[src/rtl/alu_ctrl_decode_queue_if.sv]
// alu_ctrl_decode_queue_if: fetch-side and execute-side handshake bundle
// for the ALU-control decode queue, plus the occupancy count.
interface alu_ctrl_decode_queue_if #(
    parameter int DEPTH = 2,
    parameter int TAG_W = 5
);
    localparam int CW = $clog2(DEPTH + 1);

    logic             flush;
    logic             in_valid;
    logic             in_ready;
    logic [31:0]      in_inst;
    logic [TAG_W-1:0] in_tag;
    logic             out_valid;
    logic             out_ready;
    logic [31:0]      out_alu_ctrl;
    logic             out_imm_sel;
    logic             out_is_branch;
    logic             out_illegal;
    logic [TAG_W-1:0] out_tag;
    logic [CW-1:0]    count;

    modport master (
        output flush, in_valid, in_inst, in_tag, out_ready,
        input  in_ready, out_valid, out_alu_ctrl, out_imm_sel,
        input  out_is_branch, out_illegal, out_tag, count
    );

    modport slave (
        input  flush, in_valid, in_inst, in_tag, out_ready,
        output in_ready, out_valid, out_alu_ctrl, out_imm_sel,
        output out_is_branch, out_illegal, out_tag, count
    );
endinterface

[src/rtl/alu_ctrl_decode_queue.sv]
// alu_ctrl_decode_queue: RV32I ALU-control decoder feeding a DEPTH-entry FIFO.
// Optional macro ALU_CTRL_M_EN enables decode of the M-extension ops.
module alu_ctrl_decode_queue #(
    parameter int DEPTH = 2,
    parameter int TAG_W = 5
) (
    input logic clk,
    input logic rst,
    alu_ctrl_decode_queue_if.slave bus
);
    localparam int CW = $clog2(DEPTH + 1);
    localparam int PW = (DEPTH > 1) ? $clog2(DEPTH) : 1;

    localparam logic [31:0] ALU_CTRL_ADD    = 32'd1;
    localparam logic [31:0] ALU_CTRL_SUB    = 32'd2;
    localparam logic [31:0] ALU_CTRL_SLL    = 32'd3;
    localparam logic [31:0] ALU_CTRL_SLT    = 32'd4;
    localparam logic [31:0] ALU_CTRL_SLTU   = 32'd5;
    localparam logic [31:0] ALU_CTRL_XOR    = 32'd6;
    localparam logic [31:0] ALU_CTRL_SRL    = 32'd7;
    localparam logic [31:0] ALU_CTRL_SRA    = 32'd8;
    localparam logic [31:0] ALU_CTRL_OR     = 32'd9;
    localparam logic [31:0] ALU_CTRL_AND    = 32'd10;
    localparam logic [31:0] ALU_CTRL_SEQ    = 32'd11;
    localparam logic [31:0] ALU_CTRL_SNE    = 32'd12;
    localparam logic [31:0] ALU_CTRL_SGE    = 32'd13;
    localparam logic [31:0] ALU_CTRL_SGEU   = 32'd14;
`ifdef ALU_CTRL_M_EN
    localparam logic [31:0] ALU_CTRL_MUL    = 32'd15;
    localparam logic [31:0] ALU_CTRL_MULH   = 32'd16;
    localparam logic [31:0] ALU_CTRL_MULHSU = 32'd17;
    localparam logic [31:0] ALU_CTRL_MULHU  = 32'd18;
    localparam logic [31:0] ALU_CTRL_DIV    = 32'd19;
    localparam logic [31:0] ALU_CTRL_DIVU   = 32'd20;
    localparam logic [31:0] ALU_CTRL_REM    = 32'd21;
    localparam logic [31:0] ALU_CTRL_REMU   = 32'd22;
`endif

    localparam logic [6:0] OPC_OP     = 7'b0110011;
    localparam logic [6:0] OPC_IMMED  = 7'b0010011;
    localparam logic [6:0] OPC_BRANCH = 7'b1100011;
    localparam logic [6:0] OPC_LOAD   = 7'b0000011;
    localparam logic [6:0] OPC_STORE  = 7'b0100011;
    localparam logic [6:0] OPC_JALR   = 7'b1100111;
    localparam logic [6:0] OPC_AUIPC  = 7'b0010111;
    localparam logic [6:0] OPC_LUI    = 7'b0110111;

    localparam logic [6:0] F7_BASE = 7'b0000000;
    localparam logic [6:0] F7_ALT  = 7'b0100000;
    localparam logic [6:0] F7_MULD = 7'b0000001;

    typedef struct packed {
        logic        illegal;
        logic [31:0] alu_ctrl;
    } dec_t;

    typedef struct packed {
        logic [31:0]      alu_ctrl;
        logic             imm_sel;
        logic             is_branch;
        logic             illegal;
        logic [TAG_W-1:0] tag;
    } entry_t;

    localparam dec_t DEC_ILLEGAL = '{illegal: 1'b1, alu_ctrl: 32'd0};

    function automatic dec_t legal(input logic [31:0] code);
        return '{illegal: 1'b0, alu_ctrl: code};
    endfunction

    // f3 -> base operation; shifts right resolve to SRL here.
    function automatic logic [31:0] base_op(input logic [2:0] f3);
        logic [31:0] code;
        case (f3)
            3'b000:  code = ALU_CTRL_ADD;
            3'b001:  code = ALU_CTRL_SLL;
            3'b010:  code = ALU_CTRL_SLT;
            3'b011:  code = ALU_CTRL_SLTU;
            3'b100:  code = ALU_CTRL_XOR;
            3'b101:  code = ALU_CTRL_SRL;
            3'b110:  code = ALU_CTRL_OR;
            default: code = ALU_CTRL_AND;
        endcase
        return code;
    endfunction

    function automatic dec_t dec_branch(input logic [2:0] f3);
        dec_t d;
        case (f3)
            3'b000:  d = legal(ALU_CTRL_SEQ);
            3'b001:  d = legal(ALU_CTRL_SNE);
            3'b100:  d = legal(ALU_CTRL_SLT);
            3'b101:  d = legal(ALU_CTRL_SGE);
            3'b110:  d = legal(ALU_CTRL_SLTU);
            3'b111:  d = legal(ALU_CTRL_SGEU);
            default: d = DEC_ILLEGAL;
        endcase
        return d;
    endfunction

`ifdef ALU_CTRL_M_EN
    function automatic dec_t dec_muldiv(input logic [2:0] f3);
        dec_t d;
        case (f3)
            3'b000:  d = legal(ALU_CTRL_MUL);
            3'b001:  d = legal(ALU_CTRL_MULH);
            3'b010:  d = legal(ALU_CTRL_MULHSU);
            3'b011:  d = legal(ALU_CTRL_MULHU);
            3'b100:  d = legal(ALU_CTRL_DIV);
            3'b101:  d = legal(ALU_CTRL_DIVU);
            3'b110:  d = legal(ALU_CTRL_REM);
            default: d = legal(ALU_CTRL_REMU);
        endcase
        return d;
    endfunction
`endif

    // The alternate funct7 is only meaningful for SUB and SRA.
    function automatic dec_t dec_op(input logic [6:0] f7, input logic [2:0] f3);
        dec_t d;
        case (f7)
            F7_BASE: d = legal(base_op(f3));
            F7_ALT: begin
                if (f3 == 3'b000)
                    d = legal(ALU_CTRL_SUB);
                else if (f3 == 3'b101)
                    d = legal(ALU_CTRL_SRA);
                else
                    d = DEC_ILLEGAL;
            end
`ifdef ALU_CTRL_M_EN
            F7_MULD: d = dec_muldiv(f3);
`else
            F7_MULD: d = DEC_ILLEGAL;
`endif
            default: d = DEC_ILLEGAL;
        endcase
        return d;
    endfunction

    // Upper immediate bits only constrain the shift encodings.
    function automatic dec_t dec_immed(input logic [6:0] f7, input logic [2:0] f3);
        dec_t d;
        case (f3)
            3'b001: begin
                if (f7 == F7_BASE)
                    d = legal(ALU_CTRL_SLL);
                else
                    d = DEC_ILLEGAL;
            end
            3'b101: begin
                if (f7 == F7_BASE)
                    d = legal(ALU_CTRL_SRL);
                else if (f7 == F7_ALT)
                    d = legal(ALU_CTRL_SRA);
                else
                    d = DEC_ILLEGAL;
            end
            default: d = legal(base_op(f3));
        endcase
        return d;
    endfunction

    function automatic entry_t decode(
        input logic [31:0]      inst,
        input logic [TAG_W-1:0] tag
    );
        entry_t      e;
        dec_t        d;
        logic [6:0]  opc;
        logic [6:0]  f7;
        logic [2:0]  f3;
        opc = inst[6:0];
        f7  = inst[31:25];
        f3  = inst[14:12];
        d   = legal(ALU_CTRL_ADD);
        case (opc)
            OPC_OP:     d = dec_op(f7, f3);
            OPC_IMMED:  d = dec_immed(f7, f3);
            OPC_BRANCH: d = dec_branch(f3);
            default:    d = legal(ALU_CTRL_ADD);
        endcase
        e.alu_ctrl  = d.alu_ctrl;
        e.illegal   = d.illegal;
        e.is_branch = (opc == OPC_BRANCH);
        e.imm_sel   = (opc == OPC_IMMED) || (opc == OPC_LOAD) ||
                      (opc == OPC_STORE) || (opc == OPC_JALR) ||
                      (opc == OPC_AUIPC) || (opc == OPC_LUI);
        e.tag       = tag;
        return e;
    endfunction

    function automatic logic [PW-1:0] bump(input logic [PW-1:0] p);
        return (p == PW'(DEPTH - 1)) ? '0 : p + PW'(1);
    endfunction

    entry_t        mem [DEPTH];
    entry_t        head;
    logic [PW-1:0] wr_ptr;
    logic [PW-1:0] rd_ptr;
    logic [CW-1:0] count;
    logic          push;
    logic          pop;
    logic          unused_bits;

    assign unused_bits = ^{bus.in_inst[24:15], bus.in_inst[11:7]};

    assign bus.in_ready  = (count < CW'(DEPTH)) || bus.out_ready;
    assign bus.out_valid = (count != '0);
    assign push          = bus.in_valid && bus.in_ready;
    assign pop           = bus.out_valid && bus.out_ready;

    // Occupancy and pointer bookkeeping; flush drops same-cycle traffic.
    always_ff @(posedge clk) begin
        if (rst || bus.flush) begin
            wr_ptr <= '0;
            rd_ptr <= '0;
            count  <= '0;
        end else begin
            if (push)
                wr_ptr <= bump(wr_ptr);
            if (pop)
                rd_ptr <= bump(rd_ptr);
            if (push && !pop)
                count <= count + CW'(1);
            else if (pop && !push)
                count <= count - CW'(1);
        end
    end

    // Decode at enqueue so the head is already a finished control word.
    always_ff @(posedge clk) begin
        if (push && !rst && !bus.flush)
            mem[wr_ptr] <= decode(bus.in_inst, bus.in_tag);
    end

    assign head = mem[rd_ptr];

    assign bus.out_alu_ctrl  = bus.out_valid ? head.alu_ctrl  : '0;
    assign bus.out_imm_sel   = bus.out_valid ? head.imm_sel   : 1'b0;
    assign bus.out_is_branch = bus.out_valid ? head.is_branch : 1'b0;
    assign bus.out_illegal   = bus.out_valid ? head.illegal   : 1'b0;
    assign bus.out_tag       = bus.out_valid ? head.tag       : '0;
    assign bus.count         = count;
endmodule

[src/flat_wrapper.sv]
// flat-port wrapper written by rule: the top's interface ports become plain ports
module alu_ctrl_decode_queue_flat 
#(
    parameter int DEPTH = 2,
    parameter int TAG_W = 5
)
  (clk, rst, bus_flush, bus_in_valid, bus_in_inst, bus_in_tag, bus_out_ready, bus_in_ready, bus_out_valid, bus_out_alu_ctrl, bus_out_imm_sel, bus_out_is_branch, bus_out_illegal, bus_out_tag, bus_count);
  alu_ctrl_decode_queue_if #(.DEPTH(DEPTH), .TAG_W(TAG_W)) bus_i ();
  input logic clk;
  input logic rst;
  input wire logic [$bits(bus_i.flush)-1:0] bus_flush;
  input wire logic [$bits(bus_i.in_valid)-1:0] bus_in_valid;
  input wire logic [$bits(bus_i.in_inst)-1:0] bus_in_inst;
  input wire logic [$bits(bus_i.in_tag)-1:0] bus_in_tag;
  input wire logic [$bits(bus_i.out_ready)-1:0] bus_out_ready;
  output wire logic [$bits(bus_i.in_ready)-1:0] bus_in_ready;
  output wire logic [$bits(bus_i.out_valid)-1:0] bus_out_valid;
  output wire logic [$bits(bus_i.out_alu_ctrl)-1:0] bus_out_alu_ctrl;
  output wire logic [$bits(bus_i.out_imm_sel)-1:0] bus_out_imm_sel;
  output wire logic [$bits(bus_i.out_is_branch)-1:0] bus_out_is_branch;
  output wire logic [$bits(bus_i.out_illegal)-1:0] bus_out_illegal;
  output wire logic [$bits(bus_i.out_tag)-1:0] bus_out_tag;
  output wire logic [$bits(bus_i.count)-1:0] bus_count;
  assign bus_i.flush = bus_flush;
  assign bus_i.in_valid = bus_in_valid;
  assign bus_i.in_inst = bus_in_inst;
  assign bus_i.in_tag = bus_in_tag;
  assign bus_i.out_ready = bus_out_ready;
  assign bus_in_ready = bus_i.in_ready;
  assign bus_out_valid = bus_i.out_valid;
  assign bus_out_alu_ctrl = bus_i.out_alu_ctrl;
  assign bus_out_imm_sel = bus_i.out_imm_sel;
  assign bus_out_is_branch = bus_i.out_is_branch;
  assign bus_out_illegal = bus_i.out_illegal;
  assign bus_out_tag = bus_i.out_tag;
  assign bus_count = bus_i.count;
  alu_ctrl_decode_queue #(.DEPTH(DEPTH), .TAG_W(TAG_W)) u_core (.clk(clk), .rst(rst), .bus(bus_i));
endmodule
[config.mk]
export PLATFORM = sky130hd
export DESIGN_NAME = alu_ctrl_decode_queue_flat
export DESIGN_NICKNAME = d
export VERILOG_FILES = /design/src/rtl/alu_ctrl_decode_queue_if.sv /design/src/rtl/alu_ctrl_decode_queue.sv /design/src/flat_wrapper.sv
export SDC_FILE = /design/constraint.sdc
export NUM_CORES = 1
export LEC_CHECK = 0
export BUFFER_PORTS_ARGS = -buffer_cell sky130_fd_sc_hd__buf_2
export CORE_MARGIN = 10
export CORE_UTILIZATION = 30
export DETAILED_ROUTE_END_ITERATION = 16
export PLACE_DENSITY_LB_ADDON = 0.2
export SETUP_SLACK_MARGIN = 0.05
export SLEW_MARGIN = 20
export SYNTH_ARGS = -nofsm -noshare
export SYNTH_HDL_FRONTEND = slang
export SYNTH_SLANG_ARGS = --single-unit
export TNS_END_PERCENT = 5
[constraint.sdc]
create_clock -name clk -period 2.04 [get_ports clk]
set_clock_uncertainty 0.1 [all_clocks]
set_input_delay 0.102 -clock clk [delete_from_list [all_inputs] [get_ports clk]]
set_output_delay 0.102 -clock clk [all_outputs]
set_load 0.005 [all_outputs]
==> reports/results.txt <==
TNS Setup: 0 ps
EDFF count, synth: 24
Placed insts: 276
Leakage: 0.877 nW
Commonest non-fill, non-tap cell in the layout: buf_2
Core area: 5570 um^2
Grt total ovfl: 0
Crit Path Class: flop to flop
Clk sink count: 29
Pin count of the biggest net entering global routing: 14
Diodes inserted: 0
Vias: 1272
Max clock buf depth: 2
Synthesized netlist cell count: 164
Fin. Hold Viols: 0
Routed Antenna Nets: 0
Die Height: 96.1 um
Worst min path class: primary input to flop
Root Driver: clkbuf_8
Routed WL: 3790 um
Fin cells: 292
RSZ-0062 raised after global routing: no
Post-CTS Resized: 0
Tmin final: 1790 ps
Setup-violating endpoint count in the final report: 0
Commonest cells after routing, fill and taps aside: 42 x buf_2, 28 x conb_1, 24 x edfxtp_1
Max frequency: 560 MHz
Die area: 9230 um^2
First-pass DRT Iterations: 4
DP Wirelength: 2910 um
Final #Nets: 262
GR Util All Layers: 0.0838
# H-tree levels: 2
Initial antenna violation count: 0
GP Congestion: 0.841
Synthesized area per cell: 10.6 um^2
PortBufs: 42
Vias in the first global route: 1276
DR WL/cell: 13.0 um
Register area share after synthesis: 0.473
Layout cells sized above 1: 0.282
CTS tree: done
Max-Cap Viols: 0
Area grow syn2layout: 21.2%
Critical path fanouts, max: 5
Initial core utilization: 0.311
Pwr/cell area: 631 nW/um^2
Worst-path clk slew: 60 ps
Worst EP arrival: 1850 ps
Io pins: 86
Status: completed
DR iter-0 viols: 29
Crit path capture type: flop
CTS buffer count: 5
Peak supply drop: 0.000244 V
Max Slew Vio Count: 0
Row cnt: 27
Remaining DRCs: 0
Clk_lat worst skew: 280 ps
Cell area after synthesis: 1740 um^2
CP required: 2110 ps
Synth Register Bits: 29
Synth unique cells: 45
First-pass GRT wire length: 6040 um
Post-synth ARST share: 0
Worst setup SP type: flop
Synth Warn #: 0
Vias per inst: 4.36
DIE WIDTH: 96.1 um
Top FF cell, synth: edfxtp_1
Tcrit/Tclk final: 0.875
## worst max-delay path: stages, from the launching register on
cell           delay [ps]
dfxtp_1               410
nand2b_1              100
and2_0                250
xnor2_1               210
nor3_1                 60
dlygate4sd3_1         550
## metal layers
layer | share of wire | track usage | wire, um
met1 | 0.40 | 0.0913 | 1510
met2 | 0.49 | 0.142 | 1860
met3 | 0.092 | 0.0296 | 348
met4 | 0.017 | 0.0405 | 65
met5 | 0 | 0 | 0
## sequential cells by signal, indices dropped and copies added (netlist names), named ones only
name / flops
u_core.mem: 24
u_core.bus.count: 2
u_core.rd_ptr: 1
u_core.wr_ptr: 1
## power breakdown
part | switching [mW] | internal (mW) | leakage, nW
registers | 0.00808 | 0.655 | 0.268
clock network | 0.209 | 0.234 | 0.0439
logic | 0.122 | 0.0987 | 0.565
total | 0.339 | 0.988 | 0.877
## synth_stat cells, drive strengths merged (3+ instances only)
library cell,number,area [um^2]
a21oi,7,35.0
buf,32,230
dfxtp,5,100
edfxtp,24,721
inv,4,15.0
mux2i,12,120
nand2,5,18.8
nand2b,4,25.0
nor2,20,75.1
nor3,7,35.0
xor2,3,26.3
## final cells by class
type / count / area [um^2]
Clock buffer: 5 / 68.8
Clock inverter: 3 / 17.5
Fill cell: 582 / 3470
Inverter: 4 / 15.0
Multi-Input combinational cell: 124 / 763
Sequential cell: 29 / 821
Tap cell: 72 / 90.1
Timing Repair Buffer: 55 / 328
## through the flow
stage	power, mW	instance area [um^2]	hold WS, ps	setup slack, ps	utilization
6_report	1.33	2100	29.1	254	0.377
5_1_grt	1.41	2100	25.8	123	0.377
3_3_place_gp	0.885	1940	194	340	0.347
4_1_cts	1.34	2100	21.1	308	0.377
3_5_place_dp	0.883	1940	194	354	0.347
2_1_floorplan	0.833	1840	78.6	305	-
## timing repair
| action | in CTS | in global routing |
|---|---|---|
| setup buffers | 0 | 0 |
| endpoints found under the hold margin | 15 | 0 |
| hold buffers | 8 | 0 |
## worst paths after layout
check,startpoint,endpoint,slack (ps),depth (start not counted)
max reg2reg,u_core.bus.count[1],u_core.wr_ptr,250,5
min reg2reg,u_core.rd_ptr,flop,460,2
min,bus_in_inst[3],u_core.mem[0][7],30,2
max,u_core.bus.count[1],u_core.wr_ptr,250,5
## logic make-up after synthesis
group / Yosys count / synth area share
and+or+nand+nor: 54 / 0.176
DFF: 29 / 0.473
xor gates and xnor gates: 5 / 0.0252
buffers and inverters: 38 / 0.146
AOI/OAI and AO/OA: 24 / 0.102
muxes: 12 / 0.0692
adders and majority gates: 1 / 0.00721
other: 1 / 0.00216
(Power assumes the default switching activity.)
